[src/rtl/toggle_cover_scheduler.sv]
// Toggle-coverage scheduler: captures toggle hits into a sticky pending map, then
// emits each newly hit point once, lowest index first, over a valid/ready channel.
module toggle_cover_scheduler #(
  parameter int     WIDTH       = 65,
  parameter longint COVER_INDEX = 0,
  parameter longint COVER_TOTAL = 38253,
  parameter int     IDX_W       = 64,
  localparam int    CW          = $clog2(WIDTH + 1),
  localparam int    KW          = (WIDTH > 1) ? $clog2(WIDTH) : 1
) (
  input  logic             clock,
  input  logic             reset,
  input  logic             enable,
  input  logic [WIDTH-1:0] valid,
  input  logic             clear,
  output logic             out_valid,
  input  logic             out_ready,
  output logic [IDX_W-1:0] out_index,
  output logic [CW-1:0]    covered_cnt,
  output logic [CW-1:0]    pending_cnt,
  output logic             clear_busy,
  output logic             done,
  output logic [1:0]       state_dbg
);

  generate
    if (COVER_INDEX + longint'(WIDTH) > COVER_TOTAL) begin : g_range_err
      $error("toggle_cover_scheduler: COVER_INDEX + WIDTH exceeds COVER_TOTAL");
    end
  endgenerate

  // Output channel: out_valid/out_index form one beat; a beat moves on any edge where
  // out_valid & out_ready, and both hold stable while out_valid=1 and out_ready=0.
  typedef enum logic [1:0] {ST_RUN, ST_DRAIN, ST_WIPE} state_t;

  state_t           state, state_nx;
  logic [WIDTH-1:0] p_map, c_map, new_hits, lowest;
  logic [KW-1:0]    k_idx;
  logic             capture_en, load_ok, wipe, load, xfer;

  always_ff @(posedge clock or negedge reset) begin
    if (!reset) state <= ST_RUN;
    else        state <= state_nx;
  end

  // A clear sampled in RUN already blocks capture and load on that edge.
  always_comb begin
    state_nx   = state;
    capture_en = 1'b0;
    load_ok    = 1'b0;
    wipe       = 1'b0;
    unique case (state)
      ST_RUN: begin
        if (clear) begin
          state_nx = ST_DRAIN;
        end else begin
          capture_en = enable;
          load_ok    = 1'b1;
        end
      end
      ST_DRAIN: if (!out_valid || out_ready) state_nx = ST_WIPE;
      ST_WIPE: begin
        wipe     = 1'b1;
        state_nx = ST_RUN;
      end
      default: state_nx = ST_RUN;
    endcase
  end

  // Two's-complement trick isolates the lowest pending bit; the loop encodes it.
  always_comb begin
    lowest = p_map & (~p_map + WIDTH'(1));
    k_idx  = '0;
    for (int i = 0; i < WIDTH; i++) begin
      if (lowest[i]) k_idx = KW'(i);
    end
  end

  always_comb begin
    pending_cnt = '0;
    for (int i = 0; i < WIDTH; i++) pending_cnt = pending_cnt + CW'(p_map[i]);
  end

  assign new_hits = capture_en ? (valid & ~c_map & ~p_map) : '0;
  assign load     = load_ok && (|p_map) && (!out_valid || out_ready);
  assign xfer     = out_valid && out_ready;

  always_ff @(posedge clock or negedge reset) begin
    if (!reset) begin
      p_map       <= '0;
      c_map       <= '0;
      covered_cnt <= '0;
      out_valid   <= 1'b0;
      out_index   <= '0;
    end else begin
      if (wipe) begin
        p_map       <= '0;
        c_map       <= '0;
        covered_cnt <= '0;
      end else begin
        p_map <= (p_map & ~({WIDTH{load}} & lowest)) | new_hits;
        if (load) begin
          c_map       <= c_map | lowest;
          covered_cnt <= covered_cnt + CW'(1);
        end
      end
      if (load) begin
        out_valid <= 1'b1;
        out_index <= IDX_W'(COVER_INDEX) + IDX_W'(k_idx);
      end else if (xfer) begin
        out_valid <= 1'b0;
      end
    end
  end

  assign clear_busy = (state != ST_RUN);
  assign done       = (covered_cnt == CW'(WIDTH));
  assign state_dbg  = state;

endmodule

[config.mk]
export PLATFORM = sky130hd
export DESIGN_NAME = toggle_cover_scheduler
export DESIGN_NICKNAME = d
export VERILOG_FILES = /design/src/rtl/toggle_cover_scheduler.sv
export SDC_FILE = /design/constraint.sdc
export NUM_CORES = 1
export LEC_CHECK = 0
export CAP_MARGIN = 20
export CORE_MARGIN = 10
export CORE_UTILIZATION = 50
export CTS_BUF_LIST = sky130_fd_sc_hd__clkbuf_16
export CTS_CLUSTER_SIZE = 16
export DETAILED_ROUTE_END_ITERATION = 10
export HOLD_SLACK_MARGIN = 0.05
export PLACE_DENSITY = 0.78
export SLEW_MARGIN = 20
export SYNTH_ARGS = -nofsm -noshare
export SYNTH_HDL_FRONTEND = slang
export SYNTH_SLANG_ARGS = --single-unit
[constraint.sdc]
create_clock -name clock -period 8 [get_ports clock]
set_input_delay 2.4 -clock clock [delete_from_list [all_inputs] [get_ports clock]]
set_output_delay 2.4 -clock clock [all_outputs]
set_load 0.03 [all_outputs]
## Word level (Yosys, flattened, before mapping)

Cells that the tools add are included.

| storage, ports and cells | value |
|---|---|
| logic and storage cells | 178 |
| input port bits | 70 |
| bits in registers | 147 |

| operators by class | value |
|---|---|
| reduce and logical (&&, ||, !) cells | 11 |
| $add $sub $neg | 66 |
| bitwise operators | 10 |
| equality and inequality tests | 5 |
| muxes and demuxes | 80 |

Operator list:

| kind | count |
|---|---|
| 7-bit 2-to-1 mux | 65 |
| 7-bit by 1-bit adder with 7-bit output | 58 |
| 65-bit bitwise AND | 5 |
| 65-bit 2-to-1 mux | 4 |
| 65-bit inverter | 3 |
| 65-bit OR | 2 |
| 65-bit by 1-bit adder with 65-bit output, second input constant | 1 |
| 65-bit OR reduction | 1 |
| 1-bit 2-to-1 mux | 8 |
| 6-bit by 1-bit adder with 7-bit output | 1 |
| 7-bit by 1-bit adder with 7-bit output, second input constant | 1 |
| 7-bit equality test, second input constant | 1 |
| 5-bit by 1-bit adder with 6-bit output | 1 |
| 2-bit nonzero test | 3 |
| 4-bit by 1-bit adder with 5-bit output | 1 |
| 3-bit by 1-bit adder with 4-bit output | 1 |
| 2-bit 2-to-1 mux | 2 |
| 2-bit != test, second input constant | 2 |
| 2-bit one-hot mux with 2 select lines | 1 |
| 2-bit by 1-bit adder with 3-bit output | 1 |
| 1-bit logical AND | 3 |
| 1-bit by 1-bit adder with 2-bit output | 1 |
| 2-bit by 1-bit equality test with 1-bit output, second input constant | 1 |
| 2-bit equality test, second input constant | 1 |
| 4 further kinds | 4 |

## Longest topological paths before layout

Gate-level depths: netlist of run 1.

| logic depth | value |
|---|---|
| depth in word-level cells | 67 |
| gate-level depth with buffers | 22 |
| depth with buffers taken out | 22 |

## Least setup slack after synthesis of run 1

No wires, ideal clock.

| timing path | value |
|---|---|
| path type | reg-to-output |
| from | reg p_map[23] |
| to | out pending_cnt[6] |
| arrival time | 6.080 ns |
| path slack | -0.480 ns |
| cell stages (with the launch flop) | 22 |
| data required time | 5.600 ns |
| path through | dfrtp_1 -> clkbuf_1 -> inv_1 -> fa_1 -> fa_1 -> inv_1 -> fa_1 -> inv_1 -> fa_1 -> fa_1 -> fa_1 -> fa_1 -> fa_1 -> inv_1 -> fa_1 -> fa_1 -> a21oi_1 -> nor2_1 -> nor2_1 -> nor2b_1 -> o21ai_0 -> nand2b_1 |

| between the ends | value |
|---|---|
| word-level cells in the longest chain between the ends | 42 |

RTL lines:

| what | RTL line | text |
|---|---|---|
| from (decl) | 37 | `logic [WIDTH-1:0] p_map, c_map, new_hits, lowest;` |
| from (signal assigned) | 101 | `p_map <= (p_map & ~({WIDTH{load}} & lowest)) \| new_hits;` |
| 7-bit by 1-bit adder with 7-bit output (42 in series) | 81 | `for (int i = 0; i < WIDTH; i++) pending_cnt = pending_cnt + CW'(p_map[i]);` |
| to (decl) | 20 | `output logic [CW-1:0] pending_cnt,` |

No other way between the ends.

## Final worst setup path of run 1

| timing path | value |
|---|---|
| from | reg p_map[57] |
| to | out pending_cnt[4] |

| between the ends | value |
|---|---|
| word-level cells in the longest chain between the ends | 8 |

RTL lines:

| what | RTL line |
|---|---|
| 7-bit by 1-bit adder with 7-bit output (8 in series) | 81 |

No other way between the ends.

==> results of run 1 <==
==> area by class of cell <==
type	count	area (µm²)
clock buffers	17	425
clock inverters	15	120
fillers	1662	7500
inverters	114	428
multi-input cells	819	5360
flip-flops and latches	147	3680
well taps	265	332
repair buffers	171	1550
==> state kept, by name (all words and copies together) (netlist names) <==
register,count
c_map,65
covered_cnt,7
out_index,7
out_valid,1
p_map,65
state_dbg,2
==> per-layer routing <==
layer	routed length, µm	global-route usage (%)	up-vias
met3	2790	6.43	71
li1	-	-	4082
met4	808	7.22	0
met5	0	0	-
met2	14600	38.7	471
met1	12600	31.1	4364
==> what timing repair did <==
| action | 4_1_cts | 5_1_grt |
|---|---|---|
| buffers inserted | 2 | 1 |
| setup endpoints to repair | 7 | 7 |
| gates resized for setup | 16 | 4 |
| pin swaps | 7 | 1 |
==> how the worst max path moves through the flow <==
stage | from | endpoint | slack, ps | depth (start not counted)
finish | p_map[57] | pending_cnt[4] | -920 | 22
global route | p_map[57] | pending_cnt[6] | -1110 | 23
CTS | p_map[53] | pending_cnt[6] | -940 | 23
detailed placement | p_map[53] | pending_cnt[6] | -970 | 23
global placement | p_map[53] | pending_cnt[6] | -910 | 23
floorplan | p_map[53] | pending_cnt[6] | -300 | 22
==> placed cells by master (no fill, tap or decap), drive strengths merged, types with 6 or more instances in the layout <==
cell	Yosys	final
a21oi	68	68
a311oi	6	6
a31oi	50	50
a32oi	17	17
a41oi	6	6
and2	6	6
and3	13	13
and4	9	9
buf	59	84
clkbuf	49	17
clkdlybuf4s50	0	87
clkinv	0	8
conb	1	57
dfrtp	147	147
fa	55	55
ha	18	18
inv	114	117
nand2	51	51
nand3	44	44
nor2	193	193
nor2b	9	9
nor3	45	45
nor3b	14	14
nor4	21	21
o21a	9	9
o21ai	39	39
or3	9	9
or4	10	10
==> through the flow <==
stage / worst slack [ps] / cell area (µm²) / utilization, %
after floorplan: -299 / 10000 / -
after global placement: -914 / 11300 / 58.1
after detailed placement: -970 / 11300 / 58.1
after CTS: -942 / 11900 / 61.2
after global routing: -1110 / 11900 / 61.3
final: -920 / 11900 / 61.3
==> worst max-delay path: stages, from the launching register on <==
cell                      delay [ps]
sky130_fd_sc_hd__dfrtp_1         400
sky130_fd_sc_hd__fa_1            530
sky130_fd_sc_hd__inv_1            50
sky130_fd_sc_hd__fa_1            510
sky130_fd_sc_hd__inv_1            50
sky130_fd_sc_hd__fa_1            480
sky130_fd_sc_hd__inv_1            50
sky130_fd_sc_hd__fa_1            480
sky130_fd_sc_hd__inv_1            50
sky130_fd_sc_hd__fa_1            490
sky130_fd_sc_hd__inv_2            40
sky130_fd_sc_hd__fa_1            530
sky130_fd_sc_hd__fa_1            440
sky130_fd_sc_hd__fa_1            500
sky130_fd_sc_hd__inv_1            50
sky130_fd_sc_hd__fa_2            360
sky130_fd_sc_hd__fa_2            370
sky130_fd_sc_hd__a21oi_2         130
sky130_fd_sc_hd__nor2_1           60
sky130_fd_sc_hd__nor2_2          120
sky130_fd_sc_hd__buf_4           130
sky130_fd_sc_hd__xnor2_2         110
sky130_fd_sc_hd__buf_6           150
==> kinds of logic after synthesis <==
kind of cell / after synthesis
simple gates: 440
compound gates: 239
buf+inv: 222
flops: 147
fa+ha+maj: 73
xor+xnor: 9
other cells: 1
mux: 1
==> flow_metrics.env, run 1 <==
export IMPL_post_synth_top_count_cell="sky130_fd_sc_hd__nor2_1"
export IMPL_timing_hold_worst_path_depth=1
export IMPL_setup_crit_end_kind="output pin"
export IMPL_finalClockSkew_ps=15.9
export IMPL_synth_async_reset_ratio_pct=100
export IMPL_clockBufferDepth=2
export IMPL_final_antenna_net_count=0
export IMPL_grt_util_all_layers_pct=24.0
export IMPL_timing_final_crit_period_ps=8920
export IMPL_dpl_hpwl_um=23100
export IMPL_worstReg2RegEnd="out_index[0]"
export IMPL_rrSetupSlack_ps=4190
export IMPL_synth_warnings=0
export IMPL_cts_root_buffer_cell="sky130_fd_sc_hd__clkbuf_16"
export IMPL_compound_gate_portion_of_the_synthesized_area_pct=15.7
export IMPL_worst_pin_slew_ps=926
export IMPL_post_synth_most_frequent_cells="sky130_fd_sc_hd__nor2_1 (193), sky130_fd_sc_hd__dfrtp_1 (147), sky130_fd_sc_hd__inv_1 (114), sky130_fd_sc_hd__a21oi_1 (68), sky130_fd_sc_hd__buf_4 (57)"
export IMPL_worst_endpoint_arrival_ps=6520
export IMPL_synth_top_family_by_area="simple AND/OR/NAND/NOR gates"
export IMPL_yosys_area_top_type_share_pct=37.5
export IMPL_timing_setup_tns_ps=-4920
export IMPL_post_synth_fa_ha_maj_area_fraction_pct=13.5
export IMPL_share_of_post_route_cells_with_drive_strength_above_1_pct=10.8
export IMPL_r2r_startpoint="p_map[5]"
export IMPL_number_of_global_route_vias_before_repair=8940
export IMPL_number_of_sinks_on_the_clock_net=147
export IMPL_fp_dieW_um=160
export IMPL_run_status="finished with violations"
export IMPL_area_overhead_vs_synth_pct=21.3
export IMPL_core_area_um2=19400
export IMPL_h_tree_depth=4
export IMPL_netlist_instances=1132
export IMPL_clock_insertion_delay_worst_skew_ps=440
export IMPL_wire_per_inst_um=19.9
export IMPL_grt_antenna_before_repair=0
export IMPL_tritoncts="built"
export IMPL_floorplan_rows=51
export IMPL_postRouteWirelength_um=30800
export IMPL_synthDistinctLibCells=60
export IMPL_finalSetupViolations=7
export IMPL_postSynth_topFlopCell="sky130_fd_sc_hd__dfrtp_1"
export IMPL_dr_first_iter_drc_count=1025
export IMPL_worst_setup_hold_path_clk_slew_ps=60
export IMPL_hold_class="flop to flop"
export IMPL_port_bufs=95
export IMPL_firstDrtPassIters=9
export IMPL_violated_checks="setup timing"
export IMPL_mappedNetlistArea_um2=9800
export IMPL_final_nets=1413
export IMPL_area_of_the_die_um2=25600
export IMPL_timing_hold_worst_endpoint="out_index[6]"
export IMPL_report_final_hold_viol_count=0
export IMPL_path_class="flop to output pin"
export IMPL_antennaDiodeCount=0
export IMPL_crit_fanout=2
export IMPL_whs_ps=480
export IMPL_cts_hold_repair_buffers=0
export IMPL_yosysSeqAreaShare_pct=37.5
export IMPL_first_pass_grt_wire_length_um=50000
export IMPL_rel_slew_slack_pct=36.7
export IMPL_simple_logic_cell_fraction_of_the_synthesized_area_pct=21.6
export IMPL_floorplan_die_height_um=160
export IMPL_postLayoutSetupSlackWorst_ps=-920
export IMPL_post_synth_xor_area_fraction_pct=0.804
export IMPL_rsz_0062_raised_after_global_routing="true"
export IMPL_synth_enable_flop_cells=0
export IMPL_total_vias_in_the_final_route=8988
export IMPL_area_contributors_post_synth="sky130_fd_sc_hd__dfrtp_1 (38%), sky130_fd_sc_hd__fa_1 (11%), sky130_fd_sc_hd__nor2_1 (7.4%)"
export IMPL_cp_required_ps=5600
export IMPL_max_clock_freq_ghz=0.112
export IMPL_synth_seq_cells=147
export IMPL_share_of_the_clock_period_used_by_the_worst_path_pct=112
export IMPL_post_drt_via_cell_ratio=5.81
export IMPL_initial_utilization_pct=50.5
export IMPL_drv_slew=0
export IMPL_grt_max_degree=85
export IMPL_synthDominantAreaCellType="sky130_fd_sc_hd__dfrtp_1"
export IMPL_cts_buffer_count=17
export IMPL_yosys_mux_area_fraction_pct=0.102
export IMPL_placed_cells=1514
export IMPL_post_route_drc_count=0
export IMPL_syn_avg_cell_area_um2=8.66
export IMPL_final_cells=1548
export IMPL_globalplace_congestion=1.01
export IMPL_global_route_overflow_total=0
export IMPL_boundaryPins=153
export IMPL_timing_hold_worst_start="out_index[6]"
export IMPL_timing_critical_path_from_type="flop"
export IMPL_reg2reg_depth=8
export IMPL_max_cap_violations=0
Power of run 1 is not shown: default switching activity piles up to over one toggle a cycle in this logic, so the estimate is an artifact.
==> run 2: changes to the inputs <==
CORE_UTILIZATION = 55   (was 50)
PLACE_DENSITY = 0.81   (was 0.78)
SETUP_SLACK_MARGIN = 0.05   (was default)
clock period = 10 ns   (was 8 ns; I/O delays follow)
==> run 2 against run 1 <==
Compared with the run above:
- core utilization rose by 4.2 points
- final cell count shrank 6.1%
- non-clock buffer count fell by 55
- highest routed layer unchanged
- the flow now finishes without violations
- clock skew decreased by 5.4 ps
- design area down 4.4%
==> flow_metrics.env, run 2 (same netlist as run 1, synthesis figures left out) <==
export IMPL_run_status="finished, final reports clean"
export IMPL_cts_buffer_count=17
export IMPL_floorplan_die_height_um=154
export IMPL_number_of_global_route_vias_before_repair=8679
export IMPL_drv_slew=0
export IMPL_place_ws_ps=214
export IMPL_clockBufferDepth=2
export IMPL_crit_fanout=8
export IMPL_max_cap_violations=0
export IMPL_most_common_library_cell_in_the_layout_ignoring_fill_and_taps="sky130_fd_sc_hd__nor2_1"
export IMPL_timing_setup_tns_ps=0
export IMPL_cp_cell_sequence="fa_1 > inv_1 > fa_1 > inv_1 > fa_1 > inv_1 > fa_1 > inv_1 > fa_1 > inv_1 > fa_1 > fa_1 > fa_1 > inv_1 > fa_1 > fa_2 > clkdlybuf4s50_1"
export IMPL_total_vias_in_the_final_route=8639
export IMPL_worst_setup_hold_path_clk_slew_ps=60
export IMPL_cts_hold_repair_buffers=0
export IMPL_first_pass_grt_wire_length_um=47300
export IMPL_hold_class="flop to flop"
export IMPL_critPathTopFamily="adder cells"
export IMPL_finalSetupViolations=0
export IMPL_postRouteWirelength_um=29300
export IMPL_wire_per_inst_um=20.2
export IMPL_h_tree_depth=4
export IMPL_critical_path_max_stage_delay_ps=670
export IMPL_rsz_0062_raised_after_global_routing="true"
export IMPL_area_of_the_die_um2=23600
export IMPL_reg2reg_depth=7
export IMPL_final_core_utilization_pct=65.5
export IMPL_finalClockSkew_ps=10.5
export IMPL_largestRegisters="c_map: 65 flops, p_map: 65 flops"
export IMPL_grt_util_all_layers_pct=24.7
export IMPL_post_route_drc_count=0
export IMPL_rel_slew_slack_pct=28.2
export IMPL_timing_hold_worst_path_depth=2
export IMPL_dr_first_iter_drc_count=995
export IMPL_final_nets=1358
export IMPL_fp_dieW_um=154
export IMPL_max_clock_freq_ghz=0.102
export IMPL_path_depth=17
export IMPL_layout_cells_most_common_list="sky130_fd_sc_hd__nor2_1 (193), sky130_fd_sc_hd__dfrtp_1 (146), sky130_fd_sc_hd__inv_1 (115), sky130_fd_sc_hd__clkdlybuf4s50_1 (89), sky130_fd_sc_hd__a21oi_1 (68)"
export IMPL_grt_antenna_before_repair=0
export IMPL_dpl_hpwl_um=22000
export IMPL_area_overhead_vs_synth_pct=16.0
export IMPL_share_of_post_route_cells_with_drive_strength_above_1_pct=5.62
export IMPL_clock_insertion_delay_worst_skew_ps=440
export IMPL_critical_path_top_cell_by_count="sky130_fd_sc_hd__fa_1"
export IMPL_globalplace_congestion=0.995
export IMPL_critical_path_slowest_cell="sky130_fd_sc_hd__clkdlybuf4s50_1"
export IMPL_initial_utilization_pct=56.5
export IMPL_top_signal_layer_used="met4"
export IMPL_report_final_hold_viol_count=0
export IMPL_met2RoutedLength_um=14000
export IMPL_cp_required_ps=7000
export IMPL_setup_crit_end_kind="output pin"
export IMPL_path_class="flop to output pin"
export IMPL_port_bufs=95
export IMPL_post_drt_via_cell_ratio=5.95
export IMPL_worst_endpoint_arrival_ps=6800
export IMPL_global_route_overflow_total=0
export IMPL_worst_pin_slew_ps=1070
export IMPL_cts_root_buffer_cell="sky130_fd_sc_hd__clkbuf_16"
export IMPL_detailroute_wirelength_met3_um=2350
export IMPL_antennaDiodeCount=0
export IMPL_postLayoutSetupSlackWorst_ps=204
export IMPL_cp_num_buf_inv=7
export IMPL_route_layer_met1_wl_um=12200
export IMPL_floorplan_rows=48
export IMPL_timing_critical_path_from_type="flop"
export IMPL_grt_max_degree=76
export IMPL_timing_final_crit_period_ps=9800
export IMPL_share_of_the_clock_period_used_by_the_worst_path_pct=98.0
export IMPL_final_antenna_net_count=0
export IMPL_boundaryPins=153
export IMPL_firstDrtPassIters=6
export IMPL_tritoncts="built"
export IMPL_core_area_um2=17400
export IMPL_number_of_sinks_on_the_clock_net=147
-- run 2: cell types whose count changed in the layout (fill, tap and decap cells not counted), moves of 2 or more --
cell,delta
sky130_fd_sc_hd__buf_2,+2
sky130_fd_sc_hd__clkdlybuf4s50_1,+2
sky130_fd_sc_hd__buf_4,-55
sky130_fd_sc_hd__inv_6,+3
sky130_fd_sc_hd__xnor2_2,-2
sky130_fd_sc_hd__buf_6,-5
sky130_fd_sc_hd__a21oi_1,+3
sky130_fd_sc_hd__xnor2_1,+3
sky130_fd_sc_hd__clkinv_2,-3
sky130_fd_sc_hd__a21oi_2,-3
sky130_fd_sc_hd__buf_12,-2
sky130_fd_sc_hd__dlymetal6s2s_1,+2
-- run 2: worst min-delay path, stage by stage (launching register included) --
cell and delay [ps]:
sky130_fd_sc_hd__dfrtp_1 340, sky130_fd_sc_hd__a31oi_1 40, sky130_fd_sc_hd__nor2_1 70
-- run 2: final cells by class --
class / count / area (µm²)
fillers: 1473 / 5990
multi-input cells: 819 / 5300
flip-flops and latches: 147 / 3680
repair buffers: 116 / 1100
inverters: 114 / 428
clock buffers: 17 / 425
well taps: 225 / 282
clock inverters: 15 / 156
-- run 2: timing repair --
| action | 4_1_cts | 5_1_grt |
|---|---|---|
| gates resized for setup | 7 | 9 |
| setup buffers | 0 | 0 |
| pin swaps | 0 | 0 |
| endpoints found under the setup margin | 3 | 5 |
-- run 2: per-layer routing --
layer | up-vias | global-route usage, %
li1 | 3966 | -
met1 | 4200 | 32.7
met5 | - | 0
met4 | 0 | 8.23
met2 | 424 | 38.9
met3 | 49 | 6.19
-- run 2: path summary, 6_finish.rpt --
kind | from | to | slack, ps
worst max-delay path | p_map[53] | pending_cnt[1] | 200
worst min-delay path | c_map[33] | c_map[33] | 490
worst max register to register | p_map[14] | p_map[48] | 6080
worst min register to register | c_map[33] | c_map[33] | 490
max in group asynchronous | reset | p_map[53] | 5990
min in group asynchronous | reset | p_map[40] | 2560
-- run 2: per-stage QoR --
| stage | cells | cell area [µm²] | hold slack, ps |
|---|---|---|---|
| floorplan | 1188 | 10000 | 463 |
| global placement | 1421 | 10800 | 468 |
| detailed placement | 1421 | 10800 | 479 |
| CTS | 1453 | 11400 | 494 |
| global route | 1453 | 11400 | 515 |
| finish | 1453 | 11400 | 490 |
Power of run 2 is left out for the same reason.
